==> config.mk <==
export PLATFORM = sky130hd
export DESIGN_NAME = cmd_change_fifo
export DESIGN_NICKNAME = d
export VERILOG_FILES = /design/src/rtl/cmd_change_fifo.sv
export SDC_FILE = /design/constraint.sdc
export NUM_CORES = 1
export LEC_CHECK = 0
export ABC_AREA = 1
export CORE_MARGIN = 4
export CORE_UTILIZATION = 36
export CTS_BUF_LIST = sky130_fd_sc_hd__clkbuf_2 sky130_fd_sc_hd__clkbuf_4 sky130_fd_sc_hd__clkbuf_8
export CTS_CLUSTER_SIZE = 20
export DETAILED_ROUTE_END_ITERATION = 6
export PLACE_DENSITY = 0.54
export SETUP_SLACK_MARGIN = 0.05
export SLEW_MARGIN = 20
export SYNTH_ARGS = -nofsm -noshare
export SYNTH_HDL_FRONTEND = slang
export SYNTH_SLANG_ARGS = --single-unit
export TNS_END_PERCENT = 50
==> constraint.sdc <==
create_clock -name clk -period 2.5 [get_ports clk]
set_input_delay 0.25 -clock clk [delete_from_list [all_inputs] [get_ports clk]]
set_output_delay 0.25 -clock clk [all_outputs]
set_load 0.02 [all_outputs]
==> src/rtl/cmd_change_fifo.sv <==
// Purpose: detects level changes on the filtered command vector and queues {index, level} events.
// Latency: a change sampled at edge k reaches the FIFO head at edge k+1 at the earliest.
// Backpressure: ev_ready low stalls pops; a full FIFO stalls the serializer and changes wait as pending bits.
module cmd_change_fifo #(
    parameter int NUM_SIGNALS = 16,
    parameter int FIFO_DEPTH  = 8,
    localparam int IDX_WIDTH  = $clog2(NUM_SIGNALS),
    localparam int CNT_WIDTH  = $clog2(FIFO_DEPTH) + 1,
    localparam int PTR_WIDTH  = $clog2(FIFO_DEPTH)
) (
    input  logic                   clk,
    input  logic                   aclr_n,
    input  logic [NUM_SIGNALS-1:0] in,
    output logic [NUM_SIGNALS-1:0] state,
    output logic                   ev_valid,
    input  logic                   ev_ready,
    output logic [IDX_WIDTH-1:0]   ev_index,
    output logic                   ev_level,
    output logic [CNT_WIDTH-1:0]   count,
    output logic                   merged,
    input  logic                   clr_merged
);

    typedef struct packed {
        logic [IDX_WIDTH-1:0] index;
        logic                 level;
    } ev_t;

    logic [NUM_SIGNALS-1:0] prev_q, prev_d;
    logic [NUM_SIGNALS-1:0] pending_q, pending_d;
    logic                   init_q, init_d;
    logic                   merged_q, merged_d;
    logic [CNT_WIDTH-1:0]   count_q, count_d;
    logic [PTR_WIDTH-1:0]   wr_ptr_q, wr_ptr_d;
    logic [PTR_WIDTH-1:0]   rd_ptr_q, rd_ptr_d;
    ev_t                    mem_q [FIFO_DEPTH];
    ev_t                    mem_d [FIFO_DEPTH];

    logic [NUM_SIGNALS-1:0] change;
    logic [NUM_SIGNALS-1:0] served;
    logic [IDX_WIDTH-1:0]   sel_idx;
    logic                   push;
    logic                   pop;

    always_comb begin
        change  = init_q ? '0 : (in ^ prev_q);
        sel_idx = '0;
        // Descending scan so the lowest set pending bit is the one left selected.
        for (int i = NUM_SIGNALS - 1; i >= 0; i--) begin
            if (pending_q[i]) sel_idx = IDX_WIDTH'(i);
        end
        push   = (|pending_q) && (count_q < CNT_WIDTH'(FIFO_DEPTH));
        pop    = (count_q != '0) && ev_ready;
        served = push ? (NUM_SIGNALS'(1) << sel_idx) : '0;

        prev_d    = in;
        init_d    = 1'b0;
        pending_d = (pending_q & ~served) | change;
        if (|(change & pending_q & ~served)) merged_d = 1'b1;
        else if (clr_merged)                 merged_d = 1'b0;
        else                                 merged_d = merged_q;

        mem_d = mem_q;
        if (push) mem_d[wr_ptr_q] = '{index: sel_idx, level: prev_q[sel_idx]};
        wr_ptr_d = wr_ptr_q + PTR_WIDTH'(push);
        rd_ptr_d = rd_ptr_q + PTR_WIDTH'(pop);
        count_d  = count_q + CNT_WIDTH'(push) - CNT_WIDTH'(pop);
    end

    always_ff @(posedge clk) begin
        if (!aclr_n) begin
            prev_q    <= '0;
            pending_q <= '0;
            init_q    <= 1'b1;
            merged_q  <= 1'b0;
            count_q   <= '0;
            wr_ptr_q  <= '0;
            rd_ptr_q  <= '0;
            for (int i = 0; i < FIFO_DEPTH; i++) mem_q[i] <= '0;
        end else begin
            prev_q    <= prev_d;
            pending_q <= pending_d;
            init_q    <= init_d;
            merged_q  <= merged_d;
            count_q   <= count_d;
            wr_ptr_q  <= wr_ptr_d;
            rd_ptr_q  <= rd_ptr_d;
            for (int i = 0; i < FIFO_DEPTH; i++) mem_q[i] <= mem_d[i];
        end
    end

    assign state    = prev_q;
    assign ev_valid = (count_q != '0);
    assign ev_index = mem_q[rd_ptr_q].index;
    assign ev_level = mem_q[rd_ptr_q].level;
    assign count    = count_q;
    assign merged   = merged_q;

endmodule

# == Word level (Yosys, flattened, before mapping) ==
# Index checks and enable logic that the tools add are counted.
# totals
reg_bits,84
input_bits,20
out_inout_bits,27
wordCells,77
# op_classes
add_sub_neg,4
order_cmp,5
shift,1
n_mux,29
bitwise,8
n_reduce_logical,7
# op_table
cell,count
4-bit two-way mux,16
16-bit bitwise AND,3
40-bit bitwise mux,1
16-bit two-way mux,2
16-bit OR reduction,2
16-bit NOT,1
16-bit bitwise OR,1
"1-bit by 4-bit << shifter with 16-bit output, first input constant",1
16-bit bitwise XOR,1
5-bit binary-select mux with 3-bit select,1
5-bit demux with 3-bit select,1
5-bit two-way mux,3
"4-bit greater-or-equal comparator, second input constant",2
3-bit NOT with 4-bit output,2
3-bit by 1-bit adder with 3-bit output,2
"4-bit by 5-bit < comparator with 1-bit output, second input constant",1
4-bit by 1-bit adder with 4-bit output,1
1-bit binary-select mux with 4-bit select,1
"4-bit by 1-bit < comparator with 1-bit output, second input constant",1
"4-bit < comparator, second input constant",1
1-bit two-way mux,4
4-bit nonzero test,1
4-bit by 1-bit subtractor with 4-bit output,1
1-bit logical AND,3
2-bit nonzero test,1

# == Depth between registers and ports, before layout ==
# logic_depth
word_depth,22
depth_mapped,26
depth_no_buf,25

# == Worst setup path before layout ==
# Ideal clock, no wire load.
# synth_path
path_kind,flip-flop to flip-flop
start,register pending_q[0]
end,"register count_q[2], in the netlist count[2]"
setup_time_ps,128
arrival_ps,2061
required_ps,2372
path_slack_ps,311
stages_incl_launch_ff,15
n_path_buf,0
synth_period_minus_slack_ps,2189
cell_sequence,dfxtp_1 -> inv_2 -> nand2_1 -> nor3_1 -> inv_1 -> nor2_1 -> inv_1 -> o21ai_1 -> ha_1 -> inv_1 -> ha_1 -> inv_1 -> fa_1 -> xor2_1 -> nor2_1
# synth_between
elab_chain_len,4
# synth_lines
item,line,source
"start, declared",30,"logic [NUM_SIGNALS-1:0] pending_q, pending_d;"
"start signal, assigned",82,pending_q <= pending_d;
16-bit OR reduction,52,push = (|pending_q) && (count_q < CNT_WIDTH'(FIFO_DEPTH));
1-bit logical AND,52,
4-bit by 1-bit adder with 4-bit output,67,count_d = count_q + CNT_WIDTH'(push) - CNT_WIDTH'(pop);
4-bit by 1-bit subtractor with 4-bit output,67,
"end signal, assigned",85,count_q <= count_d;
"end, declared",33,"logic [CNT_WIDTH-1:0] count_q, count_d;"
# No other way between the ends.
# A chain may end at the register's enable or synchronous reset.

# == Worst setup path in the final report ==
# layout_path
start,register pending_q[8]
end,"register count_q[2], in the netlist count[2]"
# Same word-level chain as after synthesis.

==> results.sh <==
export IMPL_status="finished, final reports clean"
export IMPL_clkTransAtPathRegs_ns=0.09
export IMPL_h_tree_depth=3
export IMPL_path_buf_inv=2
export IMPL_die_area_mm2=0.0133
export IMPL_areaGrowthSynthToFinish_pct=23.8
export IMPL_vdd_ir_drop_max_mv=0.535
export IMPL_dr_total_vias=3940
export IMPL_startpoint_type="flop"
export IMPL_hpwl_um=8100
export IMPL_drt_initial_drc_count=249
export IMPL_rows=38
export IMPL_grt_remaining_overflow=0
export IMPL_hold_violations=0
export IMPL_synth_area_leaders="dfxtp_1 41%, nand2_1 8.6%, a21oi_1 8.1%"
export IMPL_coreArea_mm2=0.0110
export IMPL_wl_um=11500
export IMPL_ff2ff_setup_slack_ns=0.16
export IMPL_cts_sinks=84
export IMPL_drt_pass1_iter_count=4
export IMPL_cts_root_buf="clkbuf_8"
export IMPL_io_pins=47
export IMPL_synth_top_cell_area_share_pct=40.6
export IMPL_cp_common_cell="inv_1"
export IMPL_synth_area_leader_cell="dfxtp_1"
export IMPL_cp_arrival_ns=2.56
export IMPL_crit_type="flop to flop"
export IMPL_grt_max_degree=61
export IMPL_rsz0062_at_grt="true"
export IMPL_min_path_type="input port to flop"
export IMPL_grt_pass1_wl_um=18900
export IMPL_p_leak_nw=2.31
export IMPL_final_area_mm2=0.00512
export IMPL_final_common_cell="nand2_1"
export IMPL_fmax_mhz=428
export IMPL_syn_area_mm2=0.00414
export IMPL_utilization_pct=46.5
export IMPL_layout_nets=682
export IMPL_cts_tree="built"
export IMPL_cts_made_buffers=9
export IMPL_cp_cell_sequence="nor4_1 > nand2_1 > o21ai_2 > ha_2 > inv_1 > ha_1 > inv_1 > fa_1 > xor2_1 > nor2_1"
export IMPL_worst_pin_slew_ns=0.941
export IMPL_finClkSkew_ns=0.0102
export IMPL_wire_per_inst_um=14.4
export IMPL_grt_antenna_before_repair=0
export IMPL_hold_worst_slack_ns=0.453
export IMPL_first_global_vias=3684
export IMPL_critPathMaxStageDelay_ns=0.39
export IMPL_fin_crit_sh_pct=93.4
export IMPL_max_cap_viol_count=0
export IMPL_syn_num_nets=625
export IMPL_ys_seq_elements=84
export IMPL_fin_ws_ns=0.164
export IMPL_power_density_mw_per_mm2=918
export IMPL_cp_top_family="adder cells"
export IMPL_clock_path_buffers=2
export IMPL_avgViaCountPerCell=4.94
export IMPL_crit_path_end_kind="flop"
export IMPL_setup_violations=0
export IMPL_gp_congestion=0.954
export IMPL_io_buffers=46
export IMPL_crit_required_ns=2.72
export IMPL_synthCells=595
export IMPL_drive_above_1_share_pct=11.3
export IMPL_clkLatencyLatePin_ns=0.37
export IMPL_die_w_um=115
export IMPL_seq_area_frac_synth_pct=40.6
export IMPL_fp_dieH_um=115
export IMPL_finalMaxSlewViolations=0
export IMPL_postPlaceCellArea_mm2=0.00481
export IMPL_drc=0
export IMPL_ant_nets=0
export IMPL_ys_types=36
export IMPL_layout_common_cells="94 x nand2_1, 79 x dfxtp_1, 76 x inv_1, 76 x nor2_1, 66 x a21oi_1"
export IMPL_fin_crit_ns=2.34
export IMPL_cp_max_fo=4
export IMPL_syn_area_per_cell_um2=6.96
export IMPL_place_ws_ns=0.0859
export IMPL_grtUsageTotal_pct=18.1
export IMPL_slew_headroom_pct=37.2
export IMPL_start_util_pct=37.5
export IMPL_cpMaxStageDelayCell="nor4_1"
export IMPL_diodes=0
export IMPL_ys_warn_count=0
==> Yosys cell counts, drive strengths merged <==
library cell and number:
a211oi 1, fa 1, nor2 82, a21oi 68, buf 6, dfxtp 84, nor4 1, a31oi 6
xnor2 2, xor2 1, nor3 2, ha 9, clkbuf 16, o22ai 2, o21ai 62, nor3b 13
a21boi 1, nand4 9, o21a 6, clkinv 2, inv 82, nand3 39, nand2 100
==> repair_timing <==
| item | 4_1_cts | 5_1_grt |
|---|---|---|
| gates resized for setup | 1 | 29 |
| hold buffers | 0 | 0 |
| buffers inserted | 0 | 1 |
| gates cloned | 0 | 2 |
| endpoints found under the hold margin | 0 | 0 |
| pin swaps | 0 | 2 |
| setup endpoints to repair | 5 | 17 |
==> worst reg2reg max path, delay by kind of cell, from the launching register on <==
kind            cells  cell delay, ns
compound gates      1            0.20
buf+inv             2            0.11
xor+xnor            1            0.14
simple gates        3            0.60
flops               1            0.34
fa+ha+maj           3            0.80
==> power by group <==
part,switching [mW],internal (mW),leakage [nW]
clock,0.522,0.518,0.106
sequential,0.166,1.56,0.692
combinational,1.17,0.772,1.51
total,1.86,2.85,2.31
==> layout make-up <==
cell class,instances,area [µm²]
clock buffer,11,151
clock inverter,5,60.1
fill,1144,5910
inverter,84,325
multi-input combinational,405,2090
sequential,84,1690
tap,140,175
timing repair buffer,66,622
timing repair inverter,2,12.5
==> worst paths after layout <==
kind / from / to / cells past startpoint
worst min-delay path: in[15] / state[15] / 3
worst max-delay path: pending_q[8] / count[2] / 10
worst max register to register: pending_q[8] / count[2] / 10
worst min register to register: pending_q[1] / pending_q[1] / 2
==> kinds of logic (layout without fill, tap and decap cells) <==
group                    Yosys count  count (layout)  share of synthesized area, %
adder cells (fa/ha/maj)           10              10                          3.20
AND/OR/NAND/NOR                  246             246                          26.6
buffers and inverters            106             168                          10.1
AO/OA/AOI/OAI                    146             146                          18.8
XOR/XNOR                           3               3                         0.635
flip-flops                        84              84                          40.6
==> metrics by stage <==
step                      setup TNS [ns]  total power, mW  std cells
after floorplan                        0             2.92        595
after global placement                 0             3.59        778
after detailed placement               0             3.61        778
after CTS                         -0.222             4.67        794
after global routing                   0             5.09        797
final                                  0             4.71        797
==> registers in the layout (all words and copies together) (netlist names) <==
register and flops:
count 4, init_q 1, mem_q 40, merged 1, pending_q 16, rd_ptr_q 3, state 16, wr_ptr_q 3
==> layer usage <==
layer  wire length (µm)  global-route usage (%)  vias up  share of wire [%]
met4                 95                    3.99        0               0.83
met5                  0                       0        -                  0
li1                   -                       -     2054                  -
met3                594                    4.84        8                5.2
met1               5810                    26.0     1797                 51
met2               5000                    27.2       81                 43
No activity file was read; power rests on OpenSTA's default activity.
